File: src/rtl/gb_regfile16_pkg.sv
// Shared encodings and reset defaults for the SM83 register file.
// Imported by the register-pair sub-module and by the gb_regfile16 top.
package gb_regfile_pkg;

    // 8-bit register selectors (read ports and 8-bit write)
    localparam logic [2:0] REG_B = 3'b000;
    localparam logic [2:0] REG_C = 3'b001;
    localparam logic [2:0] REG_D = 3'b010;
    localparam logic [2:0] REG_E = 3'b011;
    localparam logic [2:0] REG_H = 3'b100;
    localparam logic [2:0] REG_L = 3'b101;
    localparam logic [2:0] REG_F = 3'b110;
    localparam logic [2:0] REG_A = 3'b111;

    localparam logic [1:0] PAIR_BC = 2'b00;
    localparam logic [1:0] PAIR_DE = 2'b01;
    localparam logic [1:0] PAIR_HL = 2'b10;
    localparam logic [1:0] PAIR_SP = 2'b11;

    typedef enum logic [1:0] {
        IDU_NONE = 2'b00,
        IDU_INC  = 2'b01,
        IDU_DEC  = 2'b10,
        IDU_RSVD = 2'b11
    } idu_op_e;

    localparam logic [2:0] IDU_PC = 3'b000;
    localparam logic [2:0] IDU_SP = 3'b001;
    localparam logic [2:0] IDU_BC = 3'b010;
    localparam logic [2:0] IDU_DE = 3'b011;
    localparam logic [2:0] IDU_HL = 3'b100;

    localparam logic [2:0] ADDR_PC  = 3'b000;
    localparam logic [2:0] ADDR_SP  = 3'b001;
    localparam logic [2:0] ADDR_BC  = 3'b010;
    localparam logic [2:0] ADDR_DE  = 3'b011;
    localparam logic [2:0] ADDR_HL  = 3'b100;
    localparam logic [2:0] ADDR_FFC = 3'b101;

    localparam int FLAG_Z = 7;
    localparam int FLAG_N = 6;
    localparam int FLAG_H = 5;
    localparam int FLAG_C = 4;

    localparam logic [15:0] PC_RESET_DEF = 16'h0100;
    localparam logic [15:0] SP_RESET_DEF = 16'hFFFE;
    localparam logic [15:0] AF_RESET_DEF = 16'h01B0;
    localparam logic [15:0] BC_RESET_DEF = 16'h0013;
    localparam logic [15:0] DE_RESET_DEF = 16'h00D8;
    localparam logic [15:0] HL_RESET_DEF = 16'h014D;

endpackage

File: src/rtl/gb_regfile16_if.sv
// Decoder/sequencer-facing bus of the SM83 register file.
// master = sequencer side, slave = register file.
interface gb_regfile16_if #(
    parameter int ADDR_W = 16
);
    logic              wr_en;
    logic [2:0]        wr_sel;
    logic [7:0]        wr_data;
    logic [2:0]        rd_sel_a;
    logic [2:0]        rd_sel_b;
    logic [7:0]        rd_data_a;
    logic [7:0]        rd_data_b;
    logic              pair_wr_en;
    logic [1:0]        pair_sel;
    logic [ADDR_W-1:0] pair_wr_data;
    logic              flags_wr_en;
    logic [3:0]        flags_mask;
    logic [3:0]        flags_in;
    logic [1:0]        idu_op;
    logic [2:0]        idu_sel;
    logic              pc_load;
    logic [ADDR_W-1:0] pc_load_data;
    logic [2:0]        addr_sel;
    logic [ADDR_W-1:0] addr_bus;
    logic [ADDR_W-1:0] pc_out;
    logic [ADDR_W-1:0] sp_out;
    logic [7:0]        flags_out;

    modport master (
        output wr_en, wr_sel, wr_data, rd_sel_a, rd_sel_b,
               pair_wr_en, pair_sel, pair_wr_data,
               flags_wr_en, flags_mask, flags_in,
               idu_op, idu_sel, pc_load, pc_load_data, addr_sel,
        input  rd_data_a, rd_data_b, addr_bus, pc_out, sp_out, flags_out
    );

    modport slave (
        input  wr_en, wr_sel, wr_data, rd_sel_a, rd_sel_b,
               pair_wr_en, pair_sel, pair_wr_data,
               flags_wr_en, flags_mask, flags_in,
               idu_op, idu_sel, pc_load, pc_load_data, addr_sel,
        output rd_data_a, rd_data_b, addr_bus, pc_out, sp_out, flags_out
    );
endinterface

File: src/rtl/gb_regfile16_reg_pair.sv
// gb_reg_pair: 16-bit register with full write, IDU inc/dec and hi/lo byte writes.
// Priority: full write > IDU > byte write; o_val shows next state when BYPASS is set.
module gb_reg_pair #(
    parameter logic [15:0] RST_VAL = 16'h0000,
    parameter bit          BYPASS  = 1'b0
) (
    input  logic        clk,
    input  logic        rst,
    input  logic        i_pair_wr,
    input  logic [15:0] i_pair_data,
    input  logic        i_idu_inc,
    input  logic        i_idu_dec,
    input  logic        i_hi_wr,
    input  logic        i_lo_wr,
    input  logic [7:0]  i_byte_data,
    output logic [15:0] o_val
);
    logic [15:0] r_q;
    logic [15:0] w_next;

    // Full write and IDU both cover the whole pair, so byte writes only land when both are idle.
    always_comb begin
        w_next = r_q;
        if (i_pair_wr) begin
            w_next = i_pair_data;
        end else if (i_idu_inc) begin
            w_next = r_q + 16'd1;
        end else if (i_idu_dec) begin
            w_next = r_q - 16'd1;
        end else begin
            if (i_hi_wr) w_next[15:8] = i_byte_data;
            if (i_lo_wr) w_next[7:0]  = i_byte_data;
        end
    end

    always_ff @(posedge clk or posedge rst) begin
        if (rst) r_q <= RST_VAL;
        else     r_q <= w_next;
    end

    assign o_val = BYPASS ? (rst ? RST_VAL : w_next) : r_q;
endmodule

File: src/rtl/gb_regfile16.sv
// SM83 register file: dual 8-bit read, 8-bit/pair/flag writes, IDU and address-bus mux.
// Optional write-through bypass on all outputs: define GB_REGFILE_BYPASS_EN.
module gb_regfile16
    import gb_regfile_pkg::*;
#(
    parameter int                ADDR_W   = 16,
    parameter logic [ADDR_W-1:0] PC_RESET = PC_RESET_DEF,
    parameter logic [15:0]       SP_RESET = SP_RESET_DEF,
    parameter logic [15:0]       AF_RESET = AF_RESET_DEF,
    parameter logic [15:0]       BC_RESET = BC_RESET_DEF,
    parameter logic [15:0]       DE_RESET = DE_RESET_DEF,
    parameter logic [15:0]       HL_RESET = HL_RESET_DEF
) (
    input  logic            clk,
    input  logic            rst,
    gb_regfile16_if.slave   bus
);
`ifdef GB_REGFILE_BYPASS_EN
    localparam bit BYPASS = 1'b1;
`else
    localparam bit BYPASS = 1'b0;
`endif

    logic              w_inc, w_dec;
    logic [15:0]       w_bc, w_de, w_hl, w_sp;
    logic [7:0]        r_a, w_a_next, w_a;
    logic [3:0]        r_f, w_f_next, w_f;
    logic [ADDR_W-1:0] r_pc, w_pc_next, w_pc;

    assign w_inc = (bus.idu_op == IDU_INC);
    assign w_dec = (bus.idu_op == IDU_DEC);

    gb_reg_pair #(.RST_VAL(BC_RESET), .BYPASS(BYPASS)) u_bc (
        .clk(clk), .rst(rst),
        .i_pair_wr(bus.pair_wr_en && bus.pair_sel == PAIR_BC),
        .i_pair_data(bus.pair_wr_data),
        .i_idu_inc(w_inc && bus.idu_sel == IDU_BC),
        .i_idu_dec(w_dec && bus.idu_sel == IDU_BC),
        .i_hi_wr(bus.wr_en && bus.wr_sel == REG_B),
        .i_lo_wr(bus.wr_en && bus.wr_sel == REG_C),
        .i_byte_data(bus.wr_data),
        .o_val(w_bc)
    );

    gb_reg_pair #(.RST_VAL(DE_RESET), .BYPASS(BYPASS)) u_de (
        .clk(clk), .rst(rst),
        .i_pair_wr(bus.pair_wr_en && bus.pair_sel == PAIR_DE),
        .i_pair_data(bus.pair_wr_data),
        .i_idu_inc(w_inc && bus.idu_sel == IDU_DE),
        .i_idu_dec(w_dec && bus.idu_sel == IDU_DE),
        .i_hi_wr(bus.wr_en && bus.wr_sel == REG_D),
        .i_lo_wr(bus.wr_en && bus.wr_sel == REG_E),
        .i_byte_data(bus.wr_data),
        .o_val(w_de)
    );

    gb_reg_pair #(.RST_VAL(HL_RESET), .BYPASS(BYPASS)) u_hl (
        .clk(clk), .rst(rst),
        .i_pair_wr(bus.pair_wr_en && bus.pair_sel == PAIR_HL),
        .i_pair_data(bus.pair_wr_data),
        .i_idu_inc(w_inc && bus.idu_sel == IDU_HL),
        .i_idu_dec(w_dec && bus.idu_sel == IDU_HL),
        .i_hi_wr(bus.wr_en && bus.wr_sel == REG_H),
        .i_lo_wr(bus.wr_en && bus.wr_sel == REG_L),
        .i_byte_data(bus.wr_data),
        .o_val(w_hl)
    );

    // SP has no 8-bit write path.
    gb_reg_pair #(.RST_VAL(SP_RESET), .BYPASS(BYPASS)) u_sp (
        .clk(clk), .rst(rst),
        .i_pair_wr(bus.pair_wr_en && bus.pair_sel == PAIR_SP),
        .i_pair_data(bus.pair_wr_data),
        .i_idu_inc(w_inc && bus.idu_sel == IDU_SP),
        .i_idu_dec(w_dec && bus.idu_sel == IDU_SP),
        .i_hi_wr(1'b0),
        .i_lo_wr(1'b0),
        .i_byte_data(8'h00),
        .o_val(w_sp)
    );

    always_comb begin
        w_a_next = r_a;
        if (bus.wr_en && bus.wr_sel == REG_A) w_a_next = bus.wr_data;

        // F holds only the flag nibble; the low nibble is implied zero.
        w_f_next = r_f;
        if (bus.wr_en && bus.wr_sel == REG_F)
            w_f_next = bus.wr_data[7:4];
        else if (bus.flags_wr_en)
            w_f_next = (r_f & ~bus.flags_mask) | (bus.flags_in & bus.flags_mask);

        w_pc_next = r_pc;
        if (bus.pc_load)
            w_pc_next = bus.pc_load_data;
        else if (w_inc && bus.idu_sel == IDU_PC)
            w_pc_next = r_pc + 1'b1;
        else if (w_dec && bus.idu_sel == IDU_PC)
            w_pc_next = r_pc - 1'b1;
    end

    always_ff @(posedge clk or posedge rst) begin
        if (rst) begin
            r_a  <= AF_RESET[15:8];
            r_f  <= AF_RESET[7:4];
            r_pc <= PC_RESET;
        end else begin
            r_a  <= w_a_next;
            r_f  <= w_f_next;
            r_pc <= w_pc_next;
        end
    end

    assign w_a  = BYPASS ? (rst ? AF_RESET[15:8] : w_a_next)  : r_a;
    assign w_f  = BYPASS ? (rst ? AF_RESET[7:4]  : w_f_next)  : r_f;
    assign w_pc = BYPASS ? (rst ? PC_RESET       : w_pc_next) : r_pc;

    function automatic logic [7:0] rd_mux(input logic [2:0] sel,
                                          input logic [15:0] bc, de, hl,
                                          input logic [7:0] a,
                                          input logic [3:0] f);
        case (sel)
            REG_B:   return bc[15:8];
            REG_C:   return bc[7:0];
            REG_D:   return de[15:8];
            REG_E:   return de[7:0];
            REG_H:   return hl[15:8];
            REG_L:   return hl[7:0];
            REG_F:   return {f, 4'b0000};
            default: return a;
        endcase
    endfunction

    assign bus.rd_data_a = rd_mux(bus.rd_sel_a, w_bc, w_de, w_hl, w_a, w_f);
    assign bus.rd_data_b = rd_mux(bus.rd_sel_b, w_bc, w_de, w_hl, w_a, w_f);

    always_comb begin
        case (bus.addr_sel)
            ADDR_SP:  bus.addr_bus = w_sp;
            ADDR_BC:  bus.addr_bus = w_bc;
            ADDR_DE:  bus.addr_bus = w_de;
            ADDR_HL:  bus.addr_bus = w_hl;
            ADDR_FFC: bus.addr_bus = {8'hFF, w_bc[7:0]};
            default:  bus.addr_bus = w_pc;
        endcase
    end

    assign bus.pc_out    = w_pc;
    assign bus.sp_out    = w_sp;
    assign bus.flags_out = {w_f, 4'b0000};
endmodule

File: src/flat_wrapper.sv
// flat-port wrapper written by rule: the top's interface ports become plain ports
module gb_regfile16_flat import gb_regfile_pkg::*;
#(
    parameter int                ADDR_W   = 16,
    parameter logic [ADDR_W-1:0] PC_RESET = PC_RESET_DEF,
    parameter logic [15:0]       SP_RESET = SP_RESET_DEF,
    parameter logic [15:0]       AF_RESET = AF_RESET_DEF,
    parameter logic [15:0]       BC_RESET = BC_RESET_DEF,
    parameter logic [15:0]       DE_RESET = DE_RESET_DEF,
    parameter logic [15:0]       HL_RESET = HL_RESET_DEF
)
  (clk, rst, bus_wr_en, bus_wr_sel, bus_wr_data, bus_rd_sel_a, bus_rd_sel_b, bus_pair_wr_en, bus_pair_sel, bus_pair_wr_data, bus_flags_wr_en, bus_flags_mask, bus_flags_in, bus_idu_op, bus_idu_sel, bus_pc_load, bus_pc_load_data, bus_addr_sel, bus_rd_data_a, bus_rd_data_b, bus_addr_bus, bus_pc_out, bus_sp_out, bus_flags_out);
  gb_regfile16_if #(.ADDR_W(ADDR_W)) bus_i ();
  input  logic clk;
  input  logic rst;
  input wire logic [$bits(bus_i.wr_en)-1:0] bus_wr_en;
  input wire logic [$bits(bus_i.wr_sel)-1:0] bus_wr_sel;
  input wire logic [$bits(bus_i.wr_data)-1:0] bus_wr_data;
  input wire logic [$bits(bus_i.rd_sel_a)-1:0] bus_rd_sel_a;
  input wire logic [$bits(bus_i.rd_sel_b)-1:0] bus_rd_sel_b;
  input wire logic [$bits(bus_i.pair_wr_en)-1:0] bus_pair_wr_en;
  input wire logic [$bits(bus_i.pair_sel)-1:0] bus_pair_sel;
  input wire logic [$bits(bus_i.pair_wr_data)-1:0] bus_pair_wr_data;
  input wire logic [$bits(bus_i.flags_wr_en)-1:0] bus_flags_wr_en;
  input wire logic [$bits(bus_i.flags_mask)-1:0] bus_flags_mask;
  input wire logic [$bits(bus_i.flags_in)-1:0] bus_flags_in;
  input wire logic [$bits(bus_i.idu_op)-1:0] bus_idu_op;
  input wire logic [$bits(bus_i.idu_sel)-1:0] bus_idu_sel;
  input wire logic [$bits(bus_i.pc_load)-1:0] bus_pc_load;
  input wire logic [$bits(bus_i.pc_load_data)-1:0] bus_pc_load_data;
  input wire logic [$bits(bus_i.addr_sel)-1:0] bus_addr_sel;
  output wire logic [$bits(bus_i.rd_data_a)-1:0] bus_rd_data_a;
  output wire logic [$bits(bus_i.rd_data_b)-1:0] bus_rd_data_b;
  output wire logic [$bits(bus_i.addr_bus)-1:0] bus_addr_bus;
  output wire logic [$bits(bus_i.pc_out)-1:0] bus_pc_out;
  output wire logic [$bits(bus_i.sp_out)-1:0] bus_sp_out;
  output wire logic [$bits(bus_i.flags_out)-1:0] bus_flags_out;
  assign bus_i.wr_en = bus_wr_en;
  assign bus_i.wr_sel = bus_wr_sel;
  assign bus_i.wr_data = bus_wr_data;
  assign bus_i.rd_sel_a = bus_rd_sel_a;
  assign bus_i.rd_sel_b = bus_rd_sel_b;
  assign bus_i.pair_wr_en = bus_pair_wr_en;
  assign bus_i.pair_sel = bus_pair_sel;
  assign bus_i.pair_wr_data = bus_pair_wr_data;
  assign bus_i.flags_wr_en = bus_flags_wr_en;
  assign bus_i.flags_mask = bus_flags_mask;
  assign bus_i.flags_in = bus_flags_in;
  assign bus_i.idu_op = bus_idu_op;
  assign bus_i.idu_sel = bus_idu_sel;
  assign bus_i.pc_load = bus_pc_load;
  assign bus_i.pc_load_data = bus_pc_load_data;
  assign bus_i.addr_sel = bus_addr_sel;
  assign bus_rd_data_a = bus_i.rd_data_a;
  assign bus_rd_data_b = bus_i.rd_data_b;
  assign bus_addr_bus = bus_i.addr_bus;
  assign bus_pc_out = bus_i.pc_out;
  assign bus_sp_out = bus_i.sp_out;
  assign bus_flags_out = bus_i.flags_out;
  gb_regfile16 #(.ADDR_W(ADDR_W), .PC_RESET(PC_RESET), .SP_RESET(SP_RESET), .AF_RESET(AF_RESET), .BC_RESET(BC_RESET), .DE_RESET(DE_RESET), .HL_RESET(HL_RESET)) u_core (.clk(clk), .rst(rst), .bus(bus_i));
endmodule
File: config.mk
export PLATFORM = sky130hd
export DESIGN_NAME = gb_regfile16_flat
export DESIGN_NICKNAME = d
export VERILOG_FILES = /design/src/rtl/gb_regfile16_pkg.sv /design/src/rtl/gb_regfile16_if.sv /design/src/rtl/gb_regfile16_reg_pair.sv /design/src/rtl/gb_regfile16.sv /design/src/flat_wrapper.sv
export SDC_FILE = /design/constraint.sdc
export NUM_CORES = 1
export LEC_CHECK = 0
export CORE_ASPECT_RATIO = 0.7
export CORE_MARGIN = 4
export CORE_UTILIZATION = 40
export DETAILED_ROUTE_END_ITERATION = 8
export HOLD_SLACK_MARGIN = 0.15
export SYNTH_ARGS = -nofsm -noshare
export SYNTH_HDL_FRONTEND = slang
export SYNTH_SLANG_ARGS = --single-unit
File: constraint.sdc
create_clock -name clk -period 4.2 [get_ports clk]
set_input_delay 1.05 -clock clk [delete_from_list [all_inputs] [get_ports clk]]
set_output_delay 1.05 -clock clk [all_outputs]
set_load 0.02 [all_outputs]
* Word level (Yosys, flattened, before mapping)
Index checks and enable logic that the tools add are counted.
Cells by class: $add $sub $neg 10, eq/ne operators 33, multiplexer cells 26, bitwise gates (word level) 4, reduce and logical (&&, ||, !) cells 36
Operators with widths (count):
- 16-bit 2-to-1 mux | 15
- 8-bit one-hot mux with 7 select lines | 2
- 16-bit by 1-bit adder with 16-bit output (second input constant) | 5
- 16-bit one-hot mux with 5 select lines | 1
- 16-bit by 1-bit subtractor with 16-bit output (second input constant) | 5
- 8-bit 2-to-1 mux | 6
- 3-bit == test (second input constant) | 13
- 3-bit by 2-bit == test with 1-bit output (second input constant) | 10
- 4-bit nonzero test | 6
- 1-bit logical AND | 22
- 3-bit by 1-bit == test with 1-bit output (second input constant) | 5
- 3-bit zero test | 4
- 4-bit bitwise AND | 2
- 4-bit 2-to-1 mux | 2
- 2-bit == test (second input constant) | 3
- 3-bit nonzero test | 2
- 2-bit by 1-bit == test with 1-bit output (second input constant) | 2
- 4-bit NOT | 1
- 4-bit bitwise OR | 1
- 2-bit zero test | 1
- 2-bit nonzero test | 1
Word-level totals: register bits 92

* Longest topological paths before layout
Gate-level depths: netlist (run 1).
depth after elaboration 6, gate-level depth with buffers 12

* Hierarchy
A second synthesis (run 1) with hierarchy kept.
Second synthesis, totals: cells, all modules 1437, area total of the unflattened synthesis 10700.3 um2
Modules (own cells, without submodules):
- gb_regfile16 | times used 1, cells each 529, area an instance 3875.0 um2, seq. area each 706.9 um2
- gb_reg_pair (u_core.u_sp) | times used 1, cells each 227, area an instance 1716.6 um2, seq. area each 419.2 um2
- gb_reg_pair (u_core.u_hl) | times used 1, cells each 227, area an instance 1704.1 um2, seq. area each 406.6 um2
- gb_reg_pair (u_core.u_de) | times used 1, cells each 227, area an instance 1702.9 um2, seq. area each 405.4 um2
- gb_reg_pair (u_core.u_bc) | times used 1, cells each 227, area an instance 1701.6 um2, seq. area each 404.1 um2

* Least setup slack after synthesis (run 1)
Ideal clock, no wire load.
path type input-to-reg, from input port bus_idu_sel[0], to register u_core.r_pc[14] (netlist: u_core.bus.pc_out[14]), library setup time 0.069 ns, arrival 3.764 ns, required time 4.131 ns, path slack 0.368 ns, cell stages on the path 11, cell sequence buf_2 > nor3_1 > nand2_1 > ha_1 > o211ai_1 > a21oi_1 > o41a_1 > a31oi_2 > o21ai_0 > or4b_1 > nand3_1
Between the ends: word-level cells in the longest chain between the ends 4
RTL lines:
- from (decl) | line flat_wrapper.sv:28 | input wire logic [$bits(bus_i.idu_sel)-1:0] bus_idu_sel;
- 3-bit zero test * | line gb_regfile16.sv:96, gb_regfile16.sv:98
- 1-bit logical AND | line gb_regfile16.sv:96 | else if (w_inc && bus.idu_sel == IDU_PC)
- 16-bit 2-to-1 mux | line gb_regfile16.sv:96
- 16-bit 2-to-1 mux | line gb_regfile16.sv:94 | if (bus.pc_load)
- to (signal assigned) | line gb_regfile16.sv:110 | r_pc <= w_pc_next;
- to (decl) | line gb_regfile16.sv:28 | logic [ADDR_W-1:0] r_pc, w_pc_next, w_pc;
Every way passes the cells marked *; elsewhere a longest branch is shown, timed or not. A chain may end at the register's enable or synchronous reset.

* Worst setup path in the final report (run 1)
from input port bus_rd_sel_b[0], to output port bus_rd_data_b[5]
Between the ends: word-level cells in the longest chain between the ends 2
RTL lines:
- from (decl) | line flat_wrapper.sv:20 | input wire logic [$bits(bus_i.rd_sel_b)-1:0] bus_rd_sel_b;
- 3-bit == test, or another cell as far along | line gb_regfile16.sv:122 | case (sel)
- 8-bit one-hot mux with 7 select lines * | line gb_regfile16.sv:122
- to (decl) | line flat_wrapper.sv:33 | output wire logic [$bits(bus_i.rd_data_b)-1:0] bus_rd_data_b;
Marked as above.

==> impl_results.rst, run 1 <==
.. list-table::
   :header-rows: 1

   * - Metric
     - Value
   * - Run status
     - complete, no violations
   * - Clock root buffer
     - clkbuf_16
   * - Slew at the pin closest to its max-slew limit
     - 1.06 ns
   * - Peak supply drop
     - 0.000249 V
   * - Post-synth ARST share
     - 1.00
   * - Share of post-route cells with drive strength above 1
     - 0.135
   * - Number of distinct library cells after synthesis
     - 88
   * - TritonCTS clock tree
     - built
   * - Max H-tree Level
     - 3
   * - Combined area of all synthesized cells
     - 0.00996 mm^2
   * - Worst min-delay path category
     - reg -> reg
   * - Period minus WS final
     - 4.14 ns
   * - Initial antenna violation count
     - 0
   * - Worst reg-to-reg setup slack
     - 1.61 ns
   * - Layout overhead on the synthesized area
     - 24.4%
   * - Via count of the first global-routing pass
     - 10,597
   * - Critical path startpoint category
     - primary input
   * - Final-report hold violation count
     - 0
   * - Fin Clk Skew
     - 0.0116 ns
   * - Number of placed instances with taps included
     - 1,800
   * - Routed WL
     - 45,000 um
   * - Post-Place Setup Slack
     - -0.165 ns
   * - Leading cell types by total area after synthesis
     - dfrtp_1 (15%), dfstp_2 (8.4%), a21oi_1 (7.3%)
   * - CTS Sinks
     - 92
   * - Critical Path RT
     - 3.15 ns
   * - Highest Clock Rate
     - 241 MHz
   * - Flip-flop and latch count after synthesis
     - 92
   * - Capturing instance or port of the critical path
     - bus_rd_data_b[5]
   * - Number of standard cells after synthesis
     - 1,348
   * - Global-route wire length before repair
     - 67,300 um
   * - Final count of negative-setup-slack endpoints
     - 0
   * - Number of diodes
     - 0
   * - Std-Cell Rows
     - 48
   * - Final period utilization
     - 0.986
   * - Unrepaired setup endpoints after global routing
     - no
   * - Most instantiated flip-flop cell in the synthesis netlist
     - dfrtp_1
   * - Die outline area
     - 0.0275 mm^2
   * - Startpoint of the most critical setup path
     - bus_rd_sel_b[0]
   * - CTS clock-pin slew for the worst setup and hold paths
     - 0.06 ns
   * - Via Count
     - 11,740
   * - Worst setup slack after layout
     - 0.0580 ns
   * - Total I/O pin count
     - 145
   * - Warning count from the yosys run
     - 0
   * - Residual overflow from global routing
     - 0
   * - Placed cell areas
     - 0.0121 mm^2
   * - Wire length per cell
     - 24.8 um
   * - Via density
     - 6.46
   * - Power Total
     - 4850 uW
   * - WP data arrival
     - 3.09 ns
   * - Most frequent standard cell in the layout excluding fill and tap cells
     - nor2_1
   * - Area used by sequential logic in the layout
     - 0.00234 mm^2
   * - Reg2Reg Launch Point
     - u_core.u_hl.o_val[1]$_DFFE_PP0P_
   * - P_leak
     - 0.00499 uW
   * - Total count of max-transition violations in the final report
     - 0
   * - Sequential share of the synthesized area
     - 0.235
   * - Rel. slew slack
     - 0.293
   * - Largest net degree at the start of global routing
     - 33
   * - Number of filler cells placed in the layout
     - 2,381
   * - Syn_area_per_cell
     - 7.39 um^2
   * - Area of the core
     - 0.0246 mm^2
   * - Count of buffers inserted at the top-level ports
     - 140
   * - Number of optimization iterations in the first detailed-route pass
     - 6
   * - Worst Setup End Kind
     - output pin
   * - Largest buffer count on any clock path
     - 2
   * - Horizontal die dimension
     - 197 um
   * - Combined global-route utilization of all metal layers
     - 0.317
   * - Post-CTS setup buffer count
     - 0
   * - Max-capacitance violation count
     - 0
   * - Multi-input gate area
     - 0.00702 mm^2
   * - Post-route DRC
     - 0
   * - Sum of negative setup slack
     - 0 ns
   * - P per Cell Area
     - 391 mW/mm^2
   * - Non-filler instance count after layout
     - 1,816
   * - Source-to-sink clock delay at the later pin of the worst-skew pair
     - 0.37 ns
   * - Global placement routability congestion
     - 1.01
   * - Detailed placement HPWL
     - 34,400 um
   * - Die height
     - 140 um
   * - Capture instance of the worst register-to-register path
     - u_core.u_hl.o_val[10]$_DFFE_PP0P_
   * - Area share of the leading cell type in the synthesized netlist
     - 0.151
   * - Number of nets in the finished design
     - 1,599
   * - Post-synth EDFFs
     - 0
   * - Initial DRC count
     - 1,503
   * - Depth of the worst register-to-register path
     - 9
   * - Post-DRT Antenna Nets
     - 0
   * - Largest area contributor in the synthesized netlist
     - dfrtp_1
   * - Critical-path maximum fanout
     - 7
   * - Cell area after layout
     - 0.0124 mm^2
   * - CP Class
     - in -> out
   * - Initial core utilization
     - 0.405
   * - Num CTS Buffers
     - 9
   * - Commonest cells after routing, fill and taps aside
     - nor2_1 (159), a21oi_1 (145), nand2_1 (144)
==> registers in the layout (all words and copies together) (netlist names), named ones only <==
name	flops
u_core.bus.pc_out	16
u_core.r_a	8
u_core.u_bc.o_val	16
u_core.u_de.o_val	16
u_core.u_hl.o_val	16
u_core.u_sp.o_val	16
==> cells in the mapped netlist (17+ instances only) <==
library cell and instances:
a21oi_1 145, a31oi_1 26, and3_1 20, clkbuf_1 84
dfrtp_1 60, dfstp_2 32, ha_1 38, inv_1 28
mux2_2 19, mux2i_1 24, nand2_1 144, nand3_1 43
nor2_1 159, nor3_1 22, o211ai_1 17, o21ai_0 116
o22ai_1 32, xnor2_1 48, xor2_1 24
==> kinds of logic (layout without fill, tap and decap cells) <==
kind of cell / after synthesis / after routing / share of synthesized area
adders and majority gates: 40 / 40 / 0.0518
and+or+nand+nor: 483 / 483 / 0.233
muxes: 48 / 48 / 0.0569
AOI/OAI and AO/OA: 471 / 471 / 0.297
buffers and inverters: 141 / 281 / 0.0619
DFF: 92 / 92 / 0.235
xor gates and xnor gates: 72 / 72 / 0.0633
other: 1 / 4 / 0.000377
==> stage by stage <==
stage / util / hold slack (ns)
2_1_floorplan: - / 0.497
3_3_place_gp: 0.491 / 0.522
3_5_place_dp: 0.491 / 0.524
4_1_cts: 0.502 / 0.534
5_1_grt: 0.504 / 0.547
6_report: 0.504 / 0.539
==> routing by layer <==
| layer | track usage | vias up | wire (um) |
|---|---|---|---|
| met5 | 0 | - | 0 |
| met4 | 0.0915 | 0 | 1420 |
| met3 | 0.0911 | 113 | 5880 |
| met2 | 0.427 | 791 | 17700 |
| met1 | 0.486 | 5599 | 19900 |
| li1 | - | 5237 | - |
==> worst min-delay path by stage <==
stage,startpoint,endpoint,slack (ns),cells after the start
2_1_floorplan,u_core.r_a[1]$_DFFE_PP0P_,u_core.r_a[1]$_DFFE_PP0P_,0.50,1
3_3_place_gp,u_core.u_sp.o_val[7]$_DFFE_PP1P_,u_core.u_sp.o_val[7]$_DFFE_PP1P_,0.52,2
3_5_place_dp,u_core.u_sp.o_val[4]$_DFFE_PP1P_,u_core.u_sp.o_val[4]$_DFFE_PP1P_,0.52,2
4_1_cts,u_core.u_sp.o_val[4]$_DFFE_PP1P_,u_core.u_sp.o_val[4]$_DFFE_PP1P_,0.53,2
5_1_grt,u_core.u_sp.o_val[4]$_DFFE_PP1P_,u_core.u_sp.o_val[4]$_DFFE_PP1P_,0.55,2
6_report,u_core.u_sp.o_val[7]$_DFFE_PP1P_,u_core.u_sp.o_val[7]$_DFFE_PP1P_,0.54,2
==> report_power, final <==
group	switching [uW]	leakage, uW	total [uW]	internal [uW]
sequential	639	0.00104	1780	1140
clock	393	0.000137	827	434
combinational	1190	0.00381	2250	1050
==> cell type report <==
class,instances,area share
Clock inverter,2,0.000808
Tap cell,325,0.0328
Timing Repair Buffer,237,0.180
Multi-Input combinational cell,1118,0.567
Clock buffer,14,0.0213
Inverter,28,0.00869
Sequential cell,92,0.189
==> timing repair <==
action                                  in CTS  in global routing
gates resized for setup                     10                 22
cloned                                       0                  0
endpoints found under the setup margin      10                 22
hold buffers                                 0                  0
==> critical path: stages <==
cell and delay [ns]:
clkdlybuf4s50_1 0.52, buf_4 0.19, mux4_2 0.51, mux2_2 0.27
clkdlybuf4s50_1 0.54
Power figures use the tool's default switching activity.
==> run 2, diff against run 1 <==
Settings changed: CTS_CLUSTER_DIAMETER set to 40.
==> results of run 2 <==
Same layout as run 1: the final DEF is identical, and so are final timing and power.
